[src/rtl/gate_truth_sequencer.sv]
// Walks a 2-input gate through {a,b} = 00..11, samples its output after a settle
// delay, and grades the captured truth table against EXPECT.
//
// state  | meaning
// IDLE   | waiting for start; gates parked at 00; last results held
// APPLY  | drive {a,b} = idx, load settle count
// SETTLE | count down SETTLE_CYCLES cycles for the gate output to settle
// SAMPLE | capture gate_c into result[idx], advance idx
// DONE   | one-cycle done pulse, pass/fail_mask valid
module gate_truth_sequencer #(
   parameter int           SETTLE_CYCLES = 2,
   parameter int           SETTLE_W      = 4,
   parameter logic [3:0]   EXPECT        = 4'b1000
) (
   input  logic       clk,
   input  logic       rst,
   input  logic       start,
   input  logic       abort,
   output logic       gate_a,
   output logic       gate_b,
   input  logic       gate_c,
   output logic       busy,
   output logic       done,
   output logic       pass,
   output logic [3:0] result,
   output logic [3:0] fail_mask
);

   typedef enum logic [2:0] {
      S_IDLE,
      S_APPLY,
      S_SETTLE,
      S_SAMPLE,
      S_DONE
   } state_t;

   localparam logic [SETTLE_W-1:0] SETTLE_LOAD = SETTLE_W'(SETTLE_CYCLES);
   localparam logic [SETTLE_W-1:0] CNT_ONE     = SETTLE_W'(1);

   state_t              state_q, state_d;
   logic [1:0]          idx_q, idx_d;
   logic [SETTLE_W-1:0] cnt_q, cnt_d;
   logic                gate_a_q, gate_a_d;
   logic                gate_b_q, gate_b_d;
   logic                busy_q, busy_d;
   logic                done_q, done_d;
   logic                pass_q, pass_d;
   logic [3:0]          result_q, result_d;
   logic [3:0]          fail_mask_q, fail_mask_d;

   always_comb begin
      state_d     = state_q;
      idx_d       = idx_q;
      cnt_d       = cnt_q;
      gate_a_d    = gate_a_q;
      gate_b_d    = gate_b_q;
      busy_d      = busy_q;
      done_d      = 1'b0;
      pass_d      = pass_q;
      result_d    = result_q;
      fail_mask_d = fail_mask_q;

      if (state_q == S_IDLE) begin
         if (start && !abort) begin
            state_d     = S_APPLY;
            idx_d       = 2'd0;
            gate_a_d    = 1'b0;
            gate_b_d    = 1'b0;
            busy_d      = 1'b1;
            pass_d      = 1'b0;
            result_d    = 4'b0000;
            fail_mask_d = 4'b0000;
         end
      end else if (abort) begin
         // Rows already captured stay visible; the grade is cleared.
         state_d     = S_IDLE;
         gate_a_d    = 1'b0;
         gate_b_d    = 1'b0;
         busy_d      = 1'b0;
         pass_d      = 1'b0;
         fail_mask_d = 4'b0000;
      end else begin
         case (state_q)
            S_APPLY: begin
               cnt_d   = SETTLE_LOAD;
               state_d = (SETTLE_CYCLES == 0) ? S_SAMPLE : S_SETTLE;
            end
            S_SETTLE: begin
               if (cnt_q <= CNT_ONE) begin
                  state_d = S_SAMPLE;
               end else begin
                  cnt_d = cnt_q - CNT_ONE;
               end
            end
            S_SAMPLE: begin
               result_d[idx_q] = gate_c;
               if (idx_q == 2'd3) begin
                  state_d     = S_DONE;
                  done_d      = 1'b1;
                  pass_d      = (result_d == EXPECT);
                  fail_mask_d = result_d ^ EXPECT;
               end else begin
                  state_d              = S_APPLY;
                  idx_d                = idx_q + 2'd1;
                  {gate_a_d, gate_b_d} = idx_q + 2'd1;
               end
            end
            S_DONE: begin
               state_d  = S_IDLE;
               gate_a_d = 1'b0;
               gate_b_d = 1'b0;
               busy_d   = 1'b0;
            end
            default: begin
               state_d = S_IDLE;
               busy_d  = 1'b0;
            end
         endcase
      end
   end

   always_ff @(posedge clk or posedge rst) begin
      if (rst) begin
         state_q     <= S_IDLE;
         idx_q       <= 2'd0;
         cnt_q       <= '0;
         gate_a_q    <= 1'b0;
         gate_b_q    <= 1'b0;
         busy_q      <= 1'b0;
         done_q      <= 1'b0;
         pass_q      <= 1'b0;
         result_q    <= 4'b0000;
         fail_mask_q <= 4'b0000;
      end else begin
         state_q     <= state_d;
         idx_q       <= idx_d;
         cnt_q       <= cnt_d;
         gate_a_q    <= gate_a_d;
         gate_b_q    <= gate_b_d;
         busy_q      <= busy_d;
         done_q      <= done_d;
         pass_q      <= pass_d;
         result_q    <= result_d;
         fail_mask_q <= fail_mask_d;
      end
   end

   assign gate_a    = gate_a_q;
   assign gate_b    = gate_b_q;
   assign busy      = busy_q;
   assign done      = done_q;
   assign pass      = pass_q;
   assign result    = result_q;
   assign fail_mask = fail_mask_q;

endmodule

[config.mk]
export PLATFORM = sky130hd
export DESIGN_NAME = gate_truth_sequencer
export DESIGN_NICKNAME = d
export VERILOG_FILES = /design/src/rtl/gate_truth_sequencer.sv
export SDC_FILE = /design/constraint.sdc
export NUM_CORES = 1
export LEC_CHECK = 0
export BUFFER_PORTS_ARGS = -buffer_cell sky130_fd_sc_hd__buf_2
export CORE_UTILIZATION = 44
export CTS_CLUSTER_SIZE = 28
export DETAILED_ROUTE_END_ITERATION = 10
export PLACE_DENSITY = 0.72
export SLEW_MARGIN = 20
export SYNTH_ARGS = -nofsm -noshare
export SYNTH_HDL_FRONTEND = slang
export SYNTH_SLANG_ARGS = --single-unit
[constraint.sdc]
create_clock -name clk -period 1.7 [get_ports clk]
set_clock_uncertainty 0.1 [all_clocks]
set_input_delay 0.255 -clock clk [delete_from_list [all_inputs] [get_ports clk]]
set_output_delay 0.255 -clock clk [all_outputs]
set_load 0.03 [all_outputs]
# == Yosys cells after proc, flatten, opt, wreduce, memory -nomap -nowiden ==
# Index checks and enable logic that the tools add are counted.
# word_totals
register_bits,22
out_inout_bits,13
elab_cells,93
# op_classes
add_sub_neg,2
bitwise,3
n_eq_ne,13
muxes,45
magnitude_cmp,3
n_reduce_logical,17
# ops
op,count
4-bit two-way mux,9
1-bit two-way mux,20
3-bit two-way mux,5
2-bit two-way mux,5
3-bit one-hot mux with 3 select lines,1
3-bit AND reduction,3
4-bit inequality test (second input constant),2
4-bit one-hot mux with 2 select lines,1
4-bit AND reduction,2
3-bit by 2-bit equality test with 1-bit output (second input constant),2
3-bit nonzero test,2
4-bit bitwise mux,1
4-bit equality test (second input constant),1
4-bit by 1-bit <= comparator with 1-bit output (second input constant),1
2-bit by 1-bit inequality test with 1-bit output (second input constant),2
2-bit inequality test (second input constant),2
1-bit one-hot mux with 2 select lines,2
2-bit AND reduction,2
2-bit nonzero test,2
4-bit nonzero test,1
4-bit by 1-bit subtractor with 4-bit output (second input constant),1
3-bit by 1-bit equality test with 1-bit output (second input constant),1
3-bit equality test (second input constant),1
3-bit zero test,1
10 further kinds,13

# == Longest topological paths before layout ==
# depth
ltp_word,10
ltp_mapped,6
depth_no_buf,6

# == Least setup slack after synthesis ==
# OpenSTA, ideal clock, no wires.
# synth_timing
kind,reg2reg
start,reg idx_q[0]
end,"reg fail_mask_q[0], in the netlist fail_mask[0]"
stages_incl_launch_ff,7
period_less_slack_ns,1.774
slack_ns,-0.074
arrival_ns,1.549
cell_sequence,dfrtp_1 ha_1 clkbuf_1 and3b_1 o21ai_1 o211ai_4 mux2_2
# synth_via
elab_chain_len,9
word_cells_on_any_way,13
cone_classes,order compare: 2; eq/ne: 1; mux: 7; reduce/logical: 3
# synth_lines
element,line_no,rtl
"start, declared",41,"logic [1:0] idx_q, idx_d;"
"start signal, assigned",136,idx_q <= idx_d;
2-bit by 3-bit < comparator with 1-bit output (implied by the code) or 2-bit by 1-bit >= comparator with 1-bit output (tied branches),96,result_d[idx_q] = gate_c;
1-bit logical AND (implied by the code),96,
1-bit two-way mux (implied by the code),96,
1-bit demux with 2-bit select,96,
4-bit bitwise mux,96,
4-bit two-way mux,97,if (idx_q == 2'd3) begin
4-bit two-way mux,83,case (state_q)
4-bit two-way mux,74,end else if (abort) begin
4-bit two-way mux,63,if (state_q == S_IDLE) begin
"end signal, assigned",144,fail_mask_q <= fail_mask_d;
"end, declared",49,"logic [3:0] fail_mask_q, fail_mask_d;"
# Several ways; a longest one is shown, not always the timed one. The select of a mux whose other input is x is not followed.
# A chain may end at the register's enable or synchronous reset.

# == Final worst setup path ==
# layout_timing
start,reg state_q[1]
end,"reg pass_q, in the netlist pass"
# layout_via
elab_chain_len,3
word_cells_on_any_way,7
cone_classes,eq/ne: 2; mux: 1; reduce/logical: 4
# layout_lines
element,line_no,rtl
"start, declared",40,"state_t state_q, state_d;"
"start signal, assigned",135,state_q <= state_d;
3-bit by 2-bit equality test with 1-bit output or 3-bit zero test (tied branches),"83, 63",
3-bit nonzero test (no line) or 2-bit by 1-bit inequality test with 1-bit output (tied branches),-,
3-bit AND reduction (no line),-,
"end signal, assigned",142,pass_q <= pass_d;
"end, declared",47,"logic pass_q, pass_d;"
# Several ways; a longest one is shown, not always the timed one.

==> results.py <==
metrics = {
    "clock_tree": {
        "numCtsBuffers": 3,
        "clk_path_buf_depth": 2,
        "htreeDepth": 1,
        "cts.sinks": 22,
        "cts_tree": "done",
        "cts_root_buf": "clkbuf_4",
        "path_clk_slew_ps": 120,
        "clkLatencyLatePin_ps": 300,
    },
    "placed_design": {
        "place_ws_ps": -4.900,
        "io_buffers": 17,
        "gp_congestion": 0.8796,
        "place_inst": 183,
        "dp_hpwl_um": 1887,
    },
    "setup_path": {
        "required_ps": 1810,
        "r2r_start": "state_q[1]",
        "rrSetupSlack_ps": -60,
        "path_cells": "or3b_4 -> o211ai_4 -> mux2_2",
        "path_class": "reg2reg",
        "startpoint": "state_q[1]",
        "cp_top_family": "simple AND/OR/NAND/NOR gates",
        "reg2reg_depth": 3,
        "worst_setup_path_endpoint": "pass",
        "slowest_delay_ps": 460,
        "end_kind": "flip-flop",
        "worst-path-stages": 3,
        "critPathLaunchType": "flip-flop",
        "crit_buf_inv": 0,
        "slowest_stage": "or3b_4",
        "r2r-end": "pass",
        "crit_fanout": 5,
        "cp.arrival_ps": 1870,
    },
    "grt": {
        "grt_util_all_layers_pct": 18.95,
        "grt_start_max_net_pins": 23,
        "antenna_found_initial": 0,
        "first_global_vias": 1110,
        "grt_pass1_wl_um": 4705,
        "grt.overflow.total": 0,
    },
    "run_status": {
        "status": "complete, but fails checks",
        "violations": "setup timing",
    },
    "cells_and_area": {
        "layout-drive-gt1-share_pct": 32.52,
        "stdcell_count": 194,
        "n_antenna_cell": 0,
        "num-nets-final": 175,
        "syn_to_final_growth_pct": 25.15,
    },
    "synth": {
        "syn_avg_cell_area_sq_um": 9.796,
        "synth.cells.most_frequent": "22 x dfrtp_1, 15 x o21ai_0, 11 x inv_1, 9 x nand2_1, 7 x nor2_1",
        "synth_compound_area_share_pct": 17.43,
        "yosysUniqueCellTypes": 34,
        "yosys_warnings": 0,
        "syn_area_sq_um": 1264,
        "ys_seq_elements": 22,
        "synth-simple-area-share_pct": 20.40,
        "synth_nets": 140,
        "synth_top_family_by_area": "simple AND/OR/NAND/NOR gates",
        "synth_enable_flop_cells": 0,
        "synthAdderAreaFrac_pct": 5.941,
        "yosys.area.top_type": "dfrtp_1",
        "synth_top_area_share_pct": 43.56,
        "yosysMostFrequentCell": "dfrtp_1",
        "synth_area_leaders": "dfrtp_1 44%, ha_1 5.9%, o21ai_0 5.9%",
        "synthArstFlopShare_pct": 100.0,
        "synth_ff_type": "dfrtp_1",
        "synth_seq_area_share_pct": 43.56,
        "synth_xor_area_share_pct": 0.6931,
        "synthesis.instances": 129,
        "synthMuxAreaShare_pct": 6.733,
    },
    "timing": {
        "grt_setup_unrepaired": "yes",
        "max-slew-margin-rel_pct": 72.87,
        "fmax_mhz": 568.0,
        "finalHoldViolCount": 0,
        "setup_viol": 4,
        "slew_viol_final": 0,
        "finalCritPeriodShare_pct": 103.6,
        "fin_setup_tns_ps": -115.2,
        "finalWorstSetupSlack_ps": -60.69,
        "worstMarginPinSlew_ps": 403.9,
        "period_minus_slack_ps": 1761,
    },
    "routing": {
        "via_per_inst": 5.619,
        "drt_iter0_drc": 33,
        "drc": 0,
        "wl_per_cell_um": 14.40,
        "final_antenna_net_count": 0,
        "dr_total_vias": 1090,
        "wl_um": 2794,
        "drt_first_pass_iters": 4,
    },
    "die": {
        "io_pins": 18,
        "rows": 19,
        "initial_core_util_pct": 46.22,
        "die_h_um": 55.59,
        "fp.dieW_um": 55.59,
        "dieArea_sq_um": 3090,
        "core_sq_um": 2734,
    },
    "worst_hold_path": {
        "hold_path_depth": 3,
        "min_path_type": "in2reg",
    },
    "run": {
        "maxCapViolCount": 0,
    },
    "power": {
        "peakVddDrop_v": 0.0005843,
        "p_leak_nw": 0.7881,
        "power_per_cell_area_nw_per_um2": 855.5,
    },
}
registers in the layout, indices dropped and copies added, names as in the netlist:
| name | count |
|---|---|
| cnt_q | 4 |
| gate_b | 1 |
| idx_q | 2 |
| done | 1 |
| pass | 1 |
| result | 4 |
| fail_mask | 4 |
| busy | 1 |
| gate_a | 1 |
| state_q | 3 |
final cells by class:
class,count,area (sq um)
Clock buffer,4,36.28
Fill cell,236,1152
Inverter,11,41.29
Multi-Input combinational cell,92,691.9
Sequential cell,22,550.5
Tap cell,31,38.79
Timing Repair Buffer,34,222.7
routing by layer:
metal  vias up  part of all wire [%]  track usage [%]
met5         -                     0                0
met2        29                    53            33.39
met1       534                    42            22.64
met4         0                  0.54            8.214
met3         2                   4.3            3.256
li1        525                     -                -
worst reg2reg max path, stage by stage (launching register included):
cell,delay (ps)
dfrtp_1,450
or3b_4,460
o211ai_4,280
mux2_2,370
power breakdown:
| group | internal (mW) | switching, mW | total, mW |
|---|---|---|---|
| logic | 0.194 | 0.253 | 0.447 |
| clock network | 0.131 | 0.161 | 0.291 |
| registers | 0.571 | 0.0436 | 0.615 |
repair_timing:
action	4_1_cts	5_1_grt
gates resized for setup	2	11
cloned	0	0
hold endpoints to repair	22	0
pin swaps	2	4
setup endpoints to repair	3	12
hold buffers	1	0
setup buffers	2	4
layout by cell type (no fill, tap or decap), drive strengths merged:
master and instances:
buf 33, dfrtp 22, o21ai 19, inv 11
nand2 9, nor2 7, ha 6, a22o 4
mux2i 4, nand3 4, nand2b 4, a21oi 4
mux2 4, clkbuf 4, nor4 3, nor3b 3
and3 3, nor3 2, or3b 2, and3b 2
nor2b 2, or3 2, or2 1, o211ai 1
o31a 1, o221ai 1, xor2 1, o21a 1
a31oi 1, o22ai 1, dlygate4sd3 1
stage by stage:
stage | power (mW) | utilization, % | area [sq um] | hold WS [ps]
2_1_floorplan | 0.9058 | - | 1269 | 144.2
3_3_place_gp | 0.9977 | 52.72 | 1441 | 201.1
3_5_place_dp | 1.015 | 52.72 | 1441 | 207.9
4_1_cts | 1.322 | 55.38 | 1514 | 191.5
5_1_grt | 1.445 | 57.85 | 1582 | 200.8
6_report | 1.353 | 57.85 | 1582 | 210.9
worst min path at each step:
stage | from | endpoint | slack, ps
final | abort | state_q[0] | 210
after CTS | abort | state_q[0] | 190
after floorplan | rst | busy | 140
after global placement | rst | fail_mask[1] | 200
after global routing | abort | state_q[0] | 200
after detailed placement | rst | fail_mask[3] | 210
kinds of logic (layout without fill, tap and decap cells):
group,after synthesis,after routing
fa+ha+maj,6,6
buf+inv,15,49
compound gates,33,33
xor+xnor,1,1
simple gates,44,44
flops,22,22
mux,8,8
No activity file was read; power rests on OpenSTA's default activity.
